[src/rtl/nibble_serial_add_ctrl.sv]
// Wide adder built from one 4-bit adder, one nibble per clock, LSB first; sum valid NIB cycles after accept.
// Result is held in DONE until out_ready; operands are only taken in IDLE, so operations never overlap.

module four_bit_adder (
  input  logic [3:0] a,
  input  logic [3:0] b,
  input  logic       ci,
  output logic [3:0] s,
  output logic       co
);

  assign {co, s} = {1'b0, a} + {1'b0, b} + {4'b0000, ci};

endmodule

module nibble_serial_add_ctrl #(
  parameter int WIDTH = 16
) (
  input  logic             clk,
  input  logic             rst_n,
  input  logic             in_valid,
  output logic             in_ready,
  input  logic [WIDTH-1:0] a,
  input  logic [WIDTH-1:0] b,
  input  logic             cin,
  output logic             out_valid,
  input  logic             out_ready,
  output logic [WIDTH-1:0] sum,
  output logic             cout,
  output logic             busy
);

  localparam int NIB  = WIDTH / 4;
  // A single-nibble build still needs a 1-bit index so the part-select offset is well formed.
  localparam int IDXW = (NIB > 1) ? $clog2(NIB) : 1;
  localparam logic [IDXW-1:0] LAST_IDX = IDXW'(NIB - 1);

  typedef enum logic [1:0] {
    IDLE = 2'd0,
    ADD  = 2'd1,
    DONE = 2'd2
  } state_t;

  state_t           state;
  state_t           state_nxt;
  logic [IDXW-1:0]  idx;
  logic [IDXW+1:0]  bit_off;
  logic             carry;
  logic [WIDTH-1:0] a_reg;
  logic [WIDTH-1:0] b_reg;
  logic [3:0]       nib_sum;
  logic             nib_co;

  assign bit_off = {idx, 2'b00};

  four_bit_adder u_adder (
    .a  (a_reg[bit_off +: 4]),
    .b  (b_reg[bit_off +: 4]),
    .ci (carry),
    .s  (nib_sum),
    .co (nib_co)
  );

  always_ff @(posedge clk or negedge rst_n) begin
    if (!rst_n) begin
      state <= IDLE;
    end else begin
      state <= state_nxt;
    end
  end

  always_comb begin
    state_nxt = state;
    unique case (state)
      IDLE:    if (in_valid) state_nxt = ADD;
      ADD:     if (idx == LAST_IDX) state_nxt = DONE;
      DONE:    if (out_ready) state_nxt = IDLE;
      default: state_nxt = IDLE;
    endcase
  end

  always_comb begin
    in_ready  = (state == IDLE);
    out_valid = (state == DONE);
    busy      = (state == ADD) || (state == DONE);
  end

  // Carry is chained nibble to nibble through this register; cout is latched on the last nibble.
  always_ff @(posedge clk or negedge rst_n) begin
    if (!rst_n) begin
      a_reg <= '0;
      b_reg <= '0;
      carry <= 1'b0;
      idx   <= '0;
      sum   <= '0;
      cout  <= 1'b0;
    end else begin
      unique case (state)
        IDLE: begin
          if (in_valid) begin
            a_reg <= a;
            b_reg <= b;
            carry <= cin;
            idx   <= '0;
          end
        end
        ADD: begin
          sum[bit_off +: 4] <= nib_sum;
          carry             <= nib_co;
          if (idx == LAST_IDX) begin
            cout <= nib_co;
          end else begin
            idx <= idx + 1'b1;
          end
        end
        DONE: begin
          if (out_ready) idx <= '0;
        end
        default: begin
        end
      endcase
    end
  end

endmodule

[config.mk]
export PLATFORM = sky130hd
export DESIGN_NAME = nibble_serial_add_ctrl
export DESIGN_NICKNAME = d
export VERILOG_FILES = /design/src/rtl/nibble_serial_add_ctrl.sv
export SDC_FILE = /design/constraint.sdc
export NUM_CORES = 1
export LEC_CHECK = 0
export ABC_CLOCK_PERIOD_IN_PS = 2400
export CORE_ASPECT_RATIO = 0.7
export CORE_MARGIN = 4
export CORE_UTILIZATION = 40
export CTS_CLUSTER_DIAMETER = 80
export CTS_CLUSTER_SIZE = 8
export DETAILED_ROUTE_END_ITERATION = 8
export PLACE_DENSITY = 0.72
export SYNTH_ARGS = -nofsm -noshare
export SYNTH_HDL_FRONTEND = slang
export SYNTH_SLANG_ARGS = --single-unit
[constraint.sdc]
create_clock -name clk -period 2.4 [get_ports clk]
set_input_delay 0.24 -clock clk [delete_from_list [all_inputs] [get_ports clk]]
set_output_delay 0.24 -clock clk [all_outputs]
set_load 0.05 [all_outputs]
==> results of run 1 <==
-- path summary, 6_finish.rpt --
check / depth (start not counted) / start / endpoint
setup / recovery: 6 / idx[0] / sum[2]
hold / removal: 2 / rst_n / sum[5]
setup reg to reg: 6 / idx[0] / sum[2]
hold reg to reg: 2 / sum[11] / sum[11]
max in group asynchronous: 3 / rst_n / a_reg[9]
min in group clk: 2 / sum[11] / sum[11]
-- per-layer routing --
metal / wire, µm / GRT usage
met1: 2490 / 0.193
met2: 2450 / 0.232
met4: 51 / 0.0383
met5: 0 / 0
met3: 352 / 0.0440
-- per-stage QoR --
stage	power, µW	std cells	instance area [µm²]	setup WS (ns)
2_1_floorplan	3530	187	2610	0.0376
3_3_place_gp	4370	322	3280	0.0735
3_5_place_dp	4430	322	3280	0.0210
4_1_cts	4940	330	3370	0.00105
5_1_grt	5260	330	3380	0.0333
6_report	4880	330	3380	0.107
-- worst max-delay path, stage by stage, from the launching register on --
cell,delay [ns]
sky130_fd_sc_hd__dfrtp_2,0.42
sky130_fd_sc_hd__mux4_2,0.53
sky130_fd_sc_hd__fa_2,0.39
sky130_fd_sc_hd__fa_2,0.36
sky130_fd_sc_hd__xor2_1,0.15
sky130_fd_sc_hd__buf_4,0.15
sky130_fd_sc_hd__a22o_1,0.19
-- area by class of cell --
type / instances / area [µm²] / share of cell area
Multi-Input combinational cell: 121 / 1200 / 0.355
Sequential cell: 54 / 1350 / 0.400
Timing Repair Buffer: 66 / 633 / 0.187
Tap cell: 78 / 97.6 / 0.0289
Inverter: 4 / 15.0 / 0.00444
Clock inverter: 1 / 7.51 / 0.00222
Clock buffer: 6 / 72.6 / 0.0215
-- placed cells by master, fill, tap and decap left out, drive strengths merged, types with 5 or more instances in the layout --
master         count
clkdlybuf4s50     55
dfrtp             54
mux2              33
a22o              13
ha                13
nand2             13
buf               10
mux4               8
clkbuf             6
nand3              5
o31ai              5
-- power by group through the flow --
stage | Sequential (µW) | Combinational (µW) | Clock, µW
detailed placement | 1600 | 2830 | 0
floorplan | 1820 | 1710 | 0
global route | 1620 | 3100 | 539
global placement | 1580 | 2790 | 0
finish | 1580 | 2820 | 478
CTS | 1580 | 2850 | 500
-- kinds of logic (layout without fill, tap and decap cells) --
logic type	Yosys count	in the layout
flip-flops	54	54
adder cells (fa/ha/maj)	15	15
AND/OR/NAND/NOR	35	35
multiplexers	41	41
AO/OA/AOI/OAI	29	29
buffers and inverters	12	77
XOR/XNOR	1	1
-- what timing repair did --
item                                   in CTS  in global routing
setup endpoints to repair                   1                  7
buffers inserted                            0                  0
gates resized for setup                     1                  2
hold buffers                                1                  0
endpoints found under the hold margin      25                  0
cloned                                      0                  0
==> impl_results.html, run 1 <==
<table>
<tr><th>Metric</th><th>Value</th></tr>
<tr><th colspan="2">Synth</th></tr>
<tr><td>Cells after Synth</td><td>187</td></tr>
<tr><td>Fraction of synthesized cell area taken by the top area cell type</td><td>0.519</td></tr>
<tr><td>Most instantiated flip-flop cell in the synthesis netlist</td><td>sky130_fd_sc_hd__dfrtp_1</td></tr>
<tr><td>Share of the synthesized netlist area taken by xor and xnor gates</td><td>0.00336</td></tr>
<tr><td>Sequential share of the synthesized area</td><td>0.519</td></tr>
<tr><td>Post-synthesis mux area share</td><td>0.212</td></tr>
<tr><td>Unique cell type count in the Yosys netlist</td><td>37</td></tr>
<tr><td>Average footprint of a synthesized cell</td><td>13.9 µm²</td></tr>
<tr><td>Largest family of logic cells by synthesized area</td><td>multiplexers</td></tr>
<tr><td>Cell types occupying the most area after synthesis</td><td>sky130_fd_sc_hd__dfrtp_1 (52%), sky130_fd_sc_hd__mux2_2 (14%), sky130_fd_sc_hd__mux4_2 (6.9%)</td></tr>
<tr><td>Synthesized Nets</td><td>239</td></tr>
<tr><td>Total of flip-flops plus latches after synthesis</td><td>54</td></tr>
<tr><td>Leading area contributor after synthesis</td><td>sky130_fd_sc_hd__dfrtp_1</td></tr>
<tr><td>Simple logic cell fraction of the synthesized area</td><td>0.0759</td></tr>
<tr><td>Netlist Area Pre-Place</td><td>2600 µm²</td></tr>
<tr><td>Cell with the most instances after synthesis</td><td>sky130_fd_sc_hd__dfrtp_1</td></tr>
<tr><td>Arithmetic-cell share of the synthesized area counting full adders, half adders and majority gates</td><td>0.0778</td></tr>
<tr><td>Number of flops mapped to enable cells by yosys</td><td>0</td></tr>
<tr><td>Number of warnings issued by yosys</td><td>0</td></tr>
<tr><td>Synthesized-area fraction occupied by ao, oa, aoi and oai cells</td><td>0.0884</td></tr>
<tr><td>Proportion of synthesized flip-flops having asynchronous set or reset</td><td>1.00</td></tr>
<tr><td>Most frequent cells after synthesis</td><td>sky130_fd_sc_hd__dfrtp_1 (54), sky130_fd_sc_hd__mux2_2 (33), sky130_fd_sc_hd__a22o_1 (13), sky130_fd_sc_hd__ha_1 (13), sky130_fd_sc_hd__nand2_1 (12)</td></tr>
<tr><th colspan="2">Die</th></tr>
<tr><td>Initial Utilization</td><td>0.415</td></tr>
<tr><td>Rows</td><td>24</td></tr>
<tr><td>Die height</td><td>75.5 µm</td></tr>
<tr><td>Overall die width</td><td>104 µm</td></tr>
<tr><td>Count of boundary I/O pins</td><td>57</td></tr>
<tr><td>Standard cell core area</td><td>6280 µm²</td></tr>
<tr><td>Die area</td><td>7880 µm²</td></tr>
<tr><th colspan="2">Place</th></tr>
<tr><td>Gp weighted congestion</td><td>0.812</td></tr>
<tr><td>Count of buffers inserted at the top-level ports</td><td>56</td></tr>
<tr><td>Final HPWL from detailed placement</td><td>4200 µm</td></tr>
<tr><th colspan="2">Power</th></tr>
<tr><td>Proportion of power drawn by the clock network</td><td>0.098</td></tr>
<tr><td>Leakage power</td><td>0.00144 µW</td></tr>
<tr><td>Part of the power in combinational logic</td><td>0.579</td></tr>
<tr><td>Internal Dissipation</td><td>2840 µW</td></tr>
<tr><td>Share of total power consumed by net switching</td><td>0.418</td></tr>
<tr><td>Cell Pwr Density</td><td>1450 nW/µm²</td></tr>
<tr><td>Sw power</td><td>2040 µW</td></tr>
<tr><td>Power share of the sequential group</td><td>0.324</td></tr>
<tr><td>Worst VDD drop</td><td>0.512 mV</td></tr>
<tr><th colspan="2">Clock network</th></tr>
<tr><td>Clock Tree Root</td><td>sky130_fd_sc_hd__clkbuf_8</td></tr>
<tr><td>Number of levels in the clock H-tree</td><td>2</td></tr>
<tr><td>Clock net sink count</td><td>54</td></tr>
<tr><td>CTS tree</td><td>built</td></tr>
<tr><td>Clock insertion delay at the later pin of the skew report</td><td>0.30 ns</td></tr>
<tr><td>Clock-pin transition on the worst setup and hold timing paths</td><td>0.09 ns</td></tr>
<tr><td>CTS buffer count</td><td>5</td></tr>
<tr><td>Buffer levels on the longest clock path</td><td>2</td></tr>
<tr><th colspan="2">Setup path</th></tr>
<tr><td>Worst path arrival time</td><td>2.48 ns</td></tr>
<tr><td>Setup slack on the worst flop-to-flop path</td><td>0.11 ns</td></tr>
<tr><td>Top fanout value on the critical path</td><td>4</td></tr>
<tr><td>Crit start category</td><td>flop</td></tr>
<tr><td>Element type at the critical path end</td><td>flop</td></tr>
<tr><td>Setup Crit Path Kind</td><td>reg2reg</td></tr>
<tr><td>Critical path required time</td><td>2.59 ns</td></tr>
<tr><th colspan="2">Global route</th></tr>
<tr><td>Initial antenna violation count</td><td>0</td></tr>
<tr><td>Wire length of the first global-routing pass</td><td>8930 µm</td></tr>
<tr><td>Grt total ovfl</td><td>0</td></tr>
<tr><td>Via count of the first global-routing pass</td><td>1807</td></tr>
<tr><td>Maximum number of pins on one net before global-route repair</td><td>33</td></tr>
<tr><td>GRT Total Usage</td><td>0.144</td></tr>
<tr><th colspan="2">STA</th></tr>
<tr><td>Final worst path period share</td><td>0.956</td></tr>
<tr><td>Achievable frequency</td><td>0.436 GHz</td></tr>
<tr><td>Final worst path period need</td><td>2.29 ns</td></tr>
<tr><td>Final-report hold violation count</td><td>0</td></tr>
<tr><td>Accumulated negative setup slack</td><td>0 ns</td></tr>
<tr><td>Endpoints failing setup</td><td>0</td></tr>
<tr><td>Transition time at the pin with the least slew margin</td><td>0.603 ns</td></tr>
<tr><td>Final worst clock skew</td><td>0.00548 ns</td></tr>
<tr><td>Fin. max-slew vios</td><td>0</td></tr>
<tr><td>Unrepaired setup endpoints after global routing</td><td>no</td></tr>
<tr><td>Slew Limit Headroom</td><td>0.598</td></tr>
<tr><td>Worst Hold Margin</td><td>0.473 ns</td></tr>
<tr><th colspan="2">Route</th></tr>
<tr><td>Total number of vias</td><td>1752</td></tr>
<tr><td>Post-DR wirelength/cell</td><td>16.2 µm</td></tr>
<tr><td>Post-route DRC</td><td>0</td></tr>
<tr><td>Total wire length</td><td>5350 µm</td></tr>
<tr><td>Initial DRT Pass Iterations</td><td>4</td></tr>
<tr><td>Number of vias per cell</td><td>5.31</td></tr>
<tr><td>Initial detailed-routing violation count</td><td>48</td></tr>
<tr><td>Post-route ant nets</td><td>0</td></tr>
<tr><th colspan="2">Final layout</th></tr>
<tr><td>Antenna cell count</td><td>0</td></tr>
<tr><td>Fraction of layout instances using a drive strength above 1</td><td>0.250</td></tr>
<tr><td>Final core utilization</td><td>0.538</td></tr>
<tr><td>FILL cells</td><td>520</td></tr>
<tr><td>Number of nets at the end of the flow</td><td>304</td></tr>
<tr><td>Area delta synth-&gt;final</td><td>29.7%</td></tr>
<tr><th colspan="2">Min path</th></tr>
<tr><td>Hold WC Path Type</td><td>in2async</td></tr>
<tr><th colspan="2">Flow run</th></tr>
<tr><td>Max-Cap Viols</td><td>0</td></tr>
<tr><th colspan="2">Status</th></tr>
<tr><td>Status</td><td>complete, no violations</td></tr>
</table>
Power figures use the tool's default switching activity.
==> run 2, diff against run 1 <==
--- a/config.mk
+++ b/config.mk
@@ -6,7 +6,7 @@
 export NUM_CORES = 1
 export LEC_CHECK = 0
 export ABC_CLOCK_PERIOD_IN_PS = 2400
-export CORE_ASPECT_RATIO = 0.7
+export CORE_ASPECT_RATIO = 1.5
 export CORE_MARGIN = 4
 export CORE_UTILIZATION = 40
 export CTS_CLUSTER_DIAMETER = 80
==> run 2 against run 1 <==
Compared with the run above:
- total power is 0.55% higher
- sequential power about the same
- clock-buffer cell count up 1
- fmax decreased by 0.74%
- die area about the same
- via count is 0.11% higher
- routed wire length is 1.9% higher
- sequential share of layout area rose by 0.13 points
- critical path type unchanged
- critical endpoint unchanged
- largest cell class unchanged
- highest routed layer unchanged
==> impl_results.html, run 2 (synthesis gave the netlist of run 1 again) <==
<table>
<tr><th>Metric</th><th>Value</th></tr>
<tr><th colspan="2">Status</th></tr>
<tr><td>Status</td><td>complete, no violations</td></tr>
<tr><th colspan="2">Power</th></tr>
<tr><td>Worst VDD drop</td><td>0.655 mV (+28%)</td></tr>
<tr><td>Internal Dissipation</td><td>2880 µW (+1.1%)</td></tr>
<tr><td>Cell Pwr Density</td><td>1460 nW/µm² (+0.88%)</td></tr>
<tr><td>Share of total power consumed by net switching</td><td>0.414 (-0.00329)</td></tr>
<tr><td>Part of the power in combinational logic</td><td>0.579 (about the same)</td></tr>
<tr><td>Power share of the sequential group</td><td>0.317 (-0.007)</td></tr>
<tr><td>Leakage power</td><td>0.00144 µW (+0.11%)</td></tr>
<tr><td>Sw power</td><td>2030 µW (-0.24%)</td></tr>
<tr><td>Proportion of power drawn by the clock network</td><td>0.104 (+0.006)</td></tr>
<tr><th colspan="2">STA</th></tr>
<tr><td>Fin. max-slew vios</td><td>0 (unchanged)</td></tr>
<tr><td>Final worst path period share</td><td>0.963 (+0.00717)</td></tr>
<tr><td>Slew Limit Headroom</td><td>0.441 (-0.157)</td></tr>
<tr><td>Accumulated negative setup slack</td><td>0 ns (unchanged)</td></tr>
<tr><td>Transition time at the pin with the least slew margin</td><td>0.838 ns (+0.235 ns)</td></tr>
<tr><td>Endpoints failing setup</td><td>0 (unchanged)</td></tr>
<tr><td>Unrepaired setup endpoints after global routing</td><td>no</td></tr>
<tr><td>Final worst path period need</td><td>2.31 ns (+0.0172 ns)</td></tr>
<tr><td>Final-report hold violation count</td><td>0 (unchanged)</td></tr>
<tr><td>Achievable frequency</td><td>0.433 GHz (-0.74%)</td></tr>
<tr><td>Final worst clock skew</td><td>0.00795 ns (+0.00247 ns)</td></tr>
<tr><th colspan="2">Route</th></tr>
<tr><td>Post-DR wirelength/cell</td><td>16.8 µm (+3.5%)</td></tr>
<tr><td>Post-route DRC</td><td>0 (unchanged)</td></tr>
<tr><td>Number of vias per cell</td><td>5.40 (+1.7%)</td></tr>
<tr><td>Total number of vias</td><td>1754 (+0.11%)</td></tr>
<tr><td>Total wire length</td><td>5450 µm (+1.9%)</td></tr>
<tr><td>Post-route ant nets</td><td>0 (unchanged)</td></tr>
<tr><td>Initial detailed-routing violation count</td><td>45 (-6.3%)</td></tr>
<tr><td>Initial DRT Pass Iterations</td><td>4 (unchanged)</td></tr>
<tr><th colspan="2">Setup path</th></tr>
<tr><td>Critical path required time</td><td>2.59 ns (about the same)</td></tr>
<tr><td>Family of cells with the greatest summed delay on the critical path</td><td>adder cells</td></tr>
<tr><td>Crit start category</td><td>flop</td></tr>
<tr><td>Delay contributed by the slowest stage of the critical path</td><td>0.53 ns (about the same)</td></tr>
<tr><td>Setup slack on the worst flop-to-flop path</td><td>0.09 ns (-0.02 ns)</td></tr>
<tr><td>Critical path cell sequence</td><td>mux4_2 -&gt; fa_2 -&gt; fa_2 -&gt; xor2_1 -&gt; buf_4 -&gt; a22o_1</td></tr>
<tr><td>Reg-to-reg critical path startpoint</td><td>idx[0]</td></tr>
<tr><td>Cell at the slowest stage of the critical path</td><td>sky130_fd_sc_hd__mux4_2</td></tr>
<tr><td>Top cell by count, worst path</td><td>sky130_fd_sc_hd__fa_2</td></tr>
<tr><td>Launching instance or port of the critical path</td><td>idx[0]</td></tr>
<tr><td>Worst path arrival time</td><td>2.50 ns (+0.02 ns)</td></tr>
<tr><td>Setup Crit Path Kind</td><td>reg2reg</td></tr>
<tr><td>Buffer and inverter count on the worst path</td><td>1 (unchanged)</td></tr>
<tr><td>Top fanout value on the critical path</td><td>4 (unchanged)</td></tr>
<tr><td>Critical register-to-register path endpoint</td><td>sum[2]</td></tr>
<tr><td>Register-to-Register Path Depth</td><td>6 (unchanged)</td></tr>
<tr><td>Element type at the critical path end</td><td>flop</td></tr>
<tr><th colspan="2">Clock network</th></tr>
<tr><td>Buffer levels on the longest clock path</td><td>2 (unchanged)</td></tr>
<tr><td>CTS tree</td><td>built</td></tr>
<tr><td>Clock net sink count</td><td>54 (unchanged)</td></tr>
<tr><td>Clock-pin transition on the worst setup and hold timing paths</td><td>0.09 ns (about the same)</td></tr>
<tr><td>CTS buffer count</td><td>5 (unchanged)</td></tr>
<tr><td>Number of levels in the clock H-tree</td><td>2 (unchanged)</td></tr>
<tr><td>Number of buffers inserted by hold repair at cts</td><td>0 (-1)</td></tr>
<tr><td>Clock Tree Root</td><td>sky130_fd_sc_hd__clkbuf_8</td></tr>
<tr><td>Clock insertion delay at the later pin of the skew report</td><td>0.30 ns (about the same)</td></tr>
<tr><th colspan="2">Final layout</th></tr>
<tr><td>Fraction of layout instances using a drive strength above 1</td><td>0.251 (+0.000996)</td></tr>
<tr><td>Antenna cell count</td><td>0 (unchanged)</td></tr>
<tr><td>Most common cell after layout, fill and taps aside</td><td>sky130_fd_sc_hd__clkdlybuf4s50_1</td></tr>
<tr><td>Number of nets at the end of the flow</td><td>302 (-0.66%)</td></tr>
<tr><td>Commonest cells after routing, fill and taps aside</td><td>sky130_fd_sc_hd__clkdlybuf4s50_1 (55), sky130_fd_sc_hd__dfrtp_1 (53), sky130_fd_sc_hd__mux2_2 (33)</td></tr>
<tr><td>Area delta synth-&gt;final</td><td>29.3%</td></tr>
<tr><td>Final core utilization</td><td>0.541 (+0.00317)</td></tr>
<tr><th colspan="2">Place</th></tr>
<tr><td>Final HPWL from detailed placement</td><td>4290 µm (+2.3%)</td></tr>
<tr><td>Gp weighted congestion</td><td>0.769 (-5.3%)</td></tr>
<tr><td>Count of buffers inserted at the top-level ports</td><td>56 (unchanged)</td></tr>
<tr><th colspan="2">Global route</th></tr>
<tr><td>Wire length of the first global-routing pass</td><td>9050 µm (+1.4%)</td></tr>
<tr><td>Initial antenna violation count</td><td>0 (unchanged)</td></tr>
<tr><td>Via count of the first global-routing pass</td><td>1927 (+6.6%)</td></tr>
<tr><td>Maximum number of pins on one net before global-route repair</td><td>39 (+18%)</td></tr>
<tr><td>GRT Total Usage</td><td>0.149 (+0.00492)</td></tr>
<tr><td>Grt total ovfl</td><td>0 (unchanged)</td></tr>
<tr><th colspan="2">Die</th></tr>
<tr><td>Standard cell core area</td><td>6220 µm² (-0.92%)</td></tr>
<tr><td>Die area</td><td>7890 µm² (about the same)</td></tr>
<tr><td>Die height</td><td>107 µm (+41%)</td></tr>
<tr><td>Initial Utilization</td><td>0.419 (+0.00384)</td></tr>
<tr><td>Rows</td><td>35 (+46%)</td></tr>
<tr><td>Count of boundary I/O pins</td><td>57 (unchanged)</td></tr>
<tr><td>Overall die width</td><td>73.9 µm (-29%)</td></tr>
<tr><th colspan="2">Min path</th></tr>
<tr><td>Hold WC Path Type</td><td>in2async</td></tr>
<tr><th colspan="2">Flow run</th></tr>
<tr><td>Max-Cap Viols</td><td>0 (unchanged)</td></tr>
</table>
[run 2: cell count changes in the layout (fill, tap and decap cells not counted), sizes merged]
cell	delta
clkinv	+1
clkinvlp	-1
clkbuf	+1
buf	-1
dlygate4sd3	-1
[run 2: power groups by stage]
| stage | registers, µW | logic, µW | clock network, µW |
|---|---|---|---|
| 5_1_grt | 1610 | 3070 | 563 |
| 6_report | 1560 | 2840 | 509 |
| 2_1_floorplan | 1820 | 1710 | 0 |
| 3_3_place_gp | 1580 | 2770 | 0 |
| 4_1_cts | 1570 | 2840 | 533 |
| 3_5_place_dp | 1580 | 2830 | 0 |
[run 2: worst max path at each step]
stage | cells after the start | slack [ns] | endpoint
after CTS | 6 | 0.02 | carry
final | 6 | 0.09 | sum[2]
after global placement | 6 | 0.07 | carry
after floorplan | 7 | 0.04 | carry
after detailed placement | 6 | 0.05 | carry
after global routing | 6 | 0.01 | sum[14]
[run 2: through the flow]
step,power [µW],setup slack [ns],std cells,hold WS (ns),area [µm²]
finish,4910,0.0893,325,0.0380,3370
CTS,4940,0.0221,325,0.0574,3360
floorplan,3530,0.0376,187,-0.0556,2610
detailed placement,4410,0.0494,317,0.388,3270
global placement,4350,0.0679,317,0.385,3270
global route,5250,0.0115,325,0.0921,3370
[run 2: final cells by class]
class	count	area (µm²)
Multi-Input combinational cell	121	1200
Timing Repair Buffer	64	616
Fill cell	563	2850
Inverter	4	15.0
Clock buffer	7	86.3
Tap cell	74	92.6
Clock inverter	1	5.00
Sequential cell	54	1350
[run 2: per-layer routing]
layer	wire length, µm	track usage	vias up
met1	2030	0.172	870
met5	0	0	-
met2	3010	0.263	58
met4	156	0.0635	0
met3	255	0.0244	12
li1	-	-	814
[run 2: what timing repair did]
item,in CTS,in global routing
endpoints found under the hold margin,0,0
setup endpoints to repair,0,10
buffers inserted,0,0
gates resized for setup,0,3
==> run 3, diff against run 2 <==
--- a/config.mk
+++ b/config.mk
@@ -12,6 +12,7 @@
 export CTS_CLUSTER_DIAMETER = 80
 export CTS_CLUSTER_SIZE = 8
 export DETAILED_ROUTE_END_ITERATION = 8
+export GPL_TIMING_DRIVEN = 0
 export PLACE_DENSITY = 0.72
 export SYNTH_ARGS = -nofsm -noshare
 export SYNTH_HDL_FRONTEND = slang
==> run 3 against run 2 <==
Compared with the run above:
- the flow now finishes with violations (negative setup slack)
- total power is 3.5% higher
- cell count is 2.5% higher
- non-clock buffer count is 8 higher
- routed wire length hardly changed
- first-iteration DRC count is 2.2% higher
- die area stayed put
- sequential power hardly changed
- via count is 1.4% higher
- critical path depth is 1 higher
- register-to-register slack worse by 0.099 ns
- critical path type unchanged
- critical endpoint is now cout
- largest cell class unchanged
- highest routed layer unchanged
==> impl_results.html, run 3 (synthesis gave the netlist of run 1 again) <==
<table>
<tr><th>Metric</th><th>Value</th></tr>
<tr><th colspan="2">Status</th></tr>
<tr><td>Status</td><td>finished with violations</td></tr>
<tr><td>Violations in the final reports</td><td>negative setup slack</td></tr>
<tr><th colspan="2">Power</th></tr>
<tr><td>Sw power</td><td>2090 µW (+2.5%)</td></tr>
<tr><td>Internal Dissipation</td><td>3000 µW (+4.2%)</td></tr>
<tr><td>Power share of the sequential group</td><td>0.302 (-0.015)</td></tr>
<tr><td>Part of the power in combinational logic</td><td>0.583 (+0.004)</td></tr>
<tr><td>Share of total power consumed by net switching</td><td>0.410 (-0.00393)</td></tr>
<tr><td>Worst VDD drop</td><td>0.792 mV (+21%)</td></tr>
<tr><td>Leakage power</td><td>0.00149 µW (+3.1%)</td></tr>
<tr><td>Proportion of power drawn by the clock network</td><td>0.115 (+0.011)</td></tr>
<tr><td>Cell Pwr Density</td><td>1470 nW/µm² (+0.49%)</td></tr>
<tr><th colspan="2">Setup path</th></tr>
<tr><td>Setup Crit Path Kind</td><td>reg2reg</td></tr>
<tr><td>Worst path arrival time</td><td>2.56 ns (+0.06 ns)</td></tr>
<tr><td>Top fanout value on the critical path</td><td>6 (+2)</td></tr>
<tr><td>Element type at the critical path end</td><td>flop</td></tr>
<tr><td>Critical path required time</td><td>2.55 ns (-0.04 ns)</td></tr>
<tr><td>Setup slack on the worst flop-to-flop path</td><td>-0.01 ns (-0.10 ns)</td></tr>
<tr><td>Critical register-to-register path endpoint</td><td>cout</td></tr>
<tr><td>Register-to-Register Path Depth</td><td>7 (+1)</td></tr>
<tr><td>Reg-to-reg critical path startpoint</td><td>idx[0]</td></tr>
<tr><td>Crit start category</td><td>flop</td></tr>
<tr><th colspan="2">STA</th></tr>
<tr><td>Endpoints failing setup</td><td>1 (+1)</td></tr>
<tr><td>Post-route setup slack</td><td>-0.0101 ns (-0.0994 ns)</td></tr>
<tr><td>Final worst path period need</td><td>2.41 ns (+0.0994 ns)</td></tr>
<tr><td>Transition time at the pin with the least slew margin</td><td>0.569 ns (-0.268 ns)</td></tr>
<tr><td>Achievable frequency</td><td>0.415 GHz (-4.1%)</td></tr>
<tr><td>Unrepaired setup endpoints after global routing</td><td>yes</td></tr>
<tr><td>Final worst path period share</td><td>1.00 (+0.0414)</td></tr>
<tr><td>Final-report hold violation count</td><td>0 (unchanged)</td></tr>
<tr><td>Final worst clock skew</td><td>0.00653 ns (-0.00142 ns)</td></tr>
<tr><td>Fin. max-slew vios</td><td>0 (unchanged)</td></tr>
<tr><td>Slew Limit Headroom</td><td>0.620 (+0.179)</td></tr>
<tr><th colspan="2">Global route</th></tr>
<tr><td>Grt total ovfl</td><td>0 (unchanged)</td></tr>
<tr><td>Initial antenna violation count</td><td>0 (unchanged)</td></tr>
<tr><td>GRT Total Usage</td><td>0.147 (-0.00125)</td></tr>
<tr><td>Via count of the first global-routing pass</td><td>1815 (-5.8%)</td></tr>
<tr><td>Wire length of the first global-routing pass</td><td>8910 µm (-1.5%)</td></tr>
<tr><td>Maximum number of pins on one net before global-route repair</td><td>32 (-18%)</td></tr>
<tr><th colspan="2">Final layout</th></tr>
<tr><td>Area delta synth-&gt;final</td><td>33.2%</td></tr>
<tr><td>Number of nets at the end of the flow</td><td>310 (+2.6%)</td></tr>
<tr><td>Antenna cell count</td><td>0 (unchanged)</td></tr>
<tr><td>Final core utilization</td><td>0.558 (+0.0163)</td></tr>
<tr><td>Most common cell after layout, fill and taps aside</td><td>sky130_fd_sc_hd__clkdlybuf4s50_1</td></tr>
<tr><td>Commonest cells after routing, fill and taps aside</td><td>sky130_fd_sc_hd__clkdlybuf4s50_1 (55), sky130_fd_sc_hd__dfrtp_1 (53), sky130_fd_sc_hd__mux2_2 (33)</td></tr>
<tr><td>Fraction of layout instances using a drive strength above 1</td><td>0.270 (+0.0193)</td></tr>
<tr><td>FILL cells</td><td>544 (-3.4%)</td></tr>
<tr><th colspan="2">Flow run</th></tr>
<tr><td>Max-Cap Viols</td><td>0 (unchanged)</td></tr>
<tr><th colspan="2">Place</th></tr>
<tr><td>Count of buffers inserted at the top-level ports</td><td>56 (unchanged)</td></tr>
<tr><td>Post-place setup slack</td><td>-0.184 ns (-0.233 ns)</td></tr>
<tr><td>Gp weighted congestion</td><td>0.808 (+5.1%)</td></tr>
<tr><td>Final HPWL from detailed placement</td><td>4250 µm (-1.0%)</td></tr>
<tr><th colspan="2">Route</th></tr>
<tr><td>Number of vias per cell</td><td>5.34 (-1.0%)</td></tr>
<tr><td>Post-route ant nets</td><td>0 (unchanged)</td></tr>
<tr><td>Post-DR wirelength/cell</td><td>16.4 µm (-2.4%)</td></tr>
<tr><td>Total wire length</td><td>5450 µm (about the same)</td></tr>
<tr><td>Initial DRT Pass Iterations</td><td>4 (unchanged)</td></tr>
<tr><td>Post-route DRC</td><td>0 (unchanged)</td></tr>
<tr><td>Total number of vias</td><td>1779 (+1.4%)</td></tr>
<tr><td>Initial detailed-routing violation count</td><td>46 (+2.2%)</td></tr>
<tr><th colspan="2">Clock network</th></tr>
<tr><td>Clock net sink count</td><td>54 (unchanged)</td></tr>
<tr><td>Buffer levels on the longest clock path</td><td>2 (unchanged)</td></tr>
<tr><td>Number of levels in the clock H-tree</td><td>2 (unchanged)</td></tr>
<tr><td>CTS tree</td><td>built</td></tr>
<tr><td>Clock-pin transition on the worst setup and hold timing paths</td><td>0.09 ns (about the same)</td></tr>
<tr><td>CTS buffer count</td><td>5 (unchanged)</td></tr>
<tr><td>Clock Tree Root</td><td>sky130_fd_sc_hd__clkbuf_8</td></tr>
<tr><td>Clock insertion delay at the later pin of the skew report</td><td>0.29 ns (about the same)</td></tr>
<tr><th colspan="2">Min path</th></tr>
<tr><td>Hold WC Path Type</td><td>in2async</td></tr>
<tr><th colspan="2">Die</th></tr>
<tr><td>Initial Utilization</td><td>0.419 (unchanged)</td></tr>
<tr><td>Rows</td><td>35 (unchanged)</td></tr>
<tr><td>Die height</td><td>107 µm (unchanged)</td></tr>
<tr><td>Die area</td><td>7890 µm² (unchanged)</td></tr>
<tr><td>Standard cell core area</td><td>6220 µm² (unchanged)</td></tr>
<tr><td>Overall die width</td><td>73.9 µm (unchanged)</td></tr>
<tr><td>Count of boundary I/O pins</td><td>57 (unchanged)</td></tr>
</table>
[run 3: layout make-up]
class	instances	area [µm²]	area share
Inverter	4	15.0	0.00433
Buffer	8	60.1	0.0173
Timing Repair Buffer	64	631	0.182
Sequential cell	54	1350	0.390
Tap cell	74	92.6	0.0267
Clock inverter	1	30.0	0.00866
Clock buffer	7	76.3	0.0220
Multi-Input combinational cell	121	1210	0.349
[run 3: worst max path at each step]
stage	startpoint	endpoint	slack, ns	cells after the start
2_1_floorplan	idx[0]	carry	0.04	7
3_3_place_gp	rst_n	a_reg[7]	-0.56	1
3_5_place_dp	idx[0]	sum[10]	-0.18	6
4_1_cts	idx[0]	cout	-0.07	7
5_1_grt	idx[0]	cout	-0.12	7
6_report	idx[0]	cout	-0.01	7
[run 3: what timing repair did]
action	4_1_cts	5_1_grt
endpoints found under the hold margin	23	0
setup buffers	2	4
gates cloned	0	0
gates resized for setup	5	2
pin swaps	0	0
hold buffers	1	0
endpoints found under the setup margin	12	6
[run 3: through the flow]
step                TNS, ns  area (µm²)  instances  hold slack [ns]  power (µW)
floorplan                 0        2610        187          -0.0556        3530
global placement     -31.24        3270        317            0.467        4290
detailed placement    -1.40        3280        318            0.274        4370
CTS                  -0.124        3430        329            0.483        5070
global route         -0.230        3470        333            0.521        5420
finish              -0.0101        3470        333            0.463        5080
[run 3: power by group through the flow]
stage	clock network, µW	registers [µW]	logic, µW
floorplan	0	1820	1710
global placement	0	1540	2750
detailed placement	0	1560	2810
CTS	605	1540	2920
global route	636	1590	3200
finish	586	1530	2960
[run 3: critical path: stages (launching register included)]
cell and delay, ns:
sky130_fd_sc_hd__dfrtp_1 0.37, sky130_fd_sc_hd__buf_6 0.14, sky130_fd_sc_hd__mux4_2 0.55, sky130_fd_sc_hd__fa_2 0.38, sky130_fd_sc_hd__fa_2 0.37, sky130_fd_sc_hd__a21o_1 0.20, sky130_fd_sc_hd__a21oi_2 0.16, sky130_fd_sc_hd__a31oi_1 0.10
[run 3: metal layers]
metal  up-vias  part of all wire  track usage
met3         6             0.046       0.0197
met1       879              0.39        0.166
met4         0             0.021       0.0518
li1        840                 -            -
met5         -                 0            0
met2        54              0.55        0.274
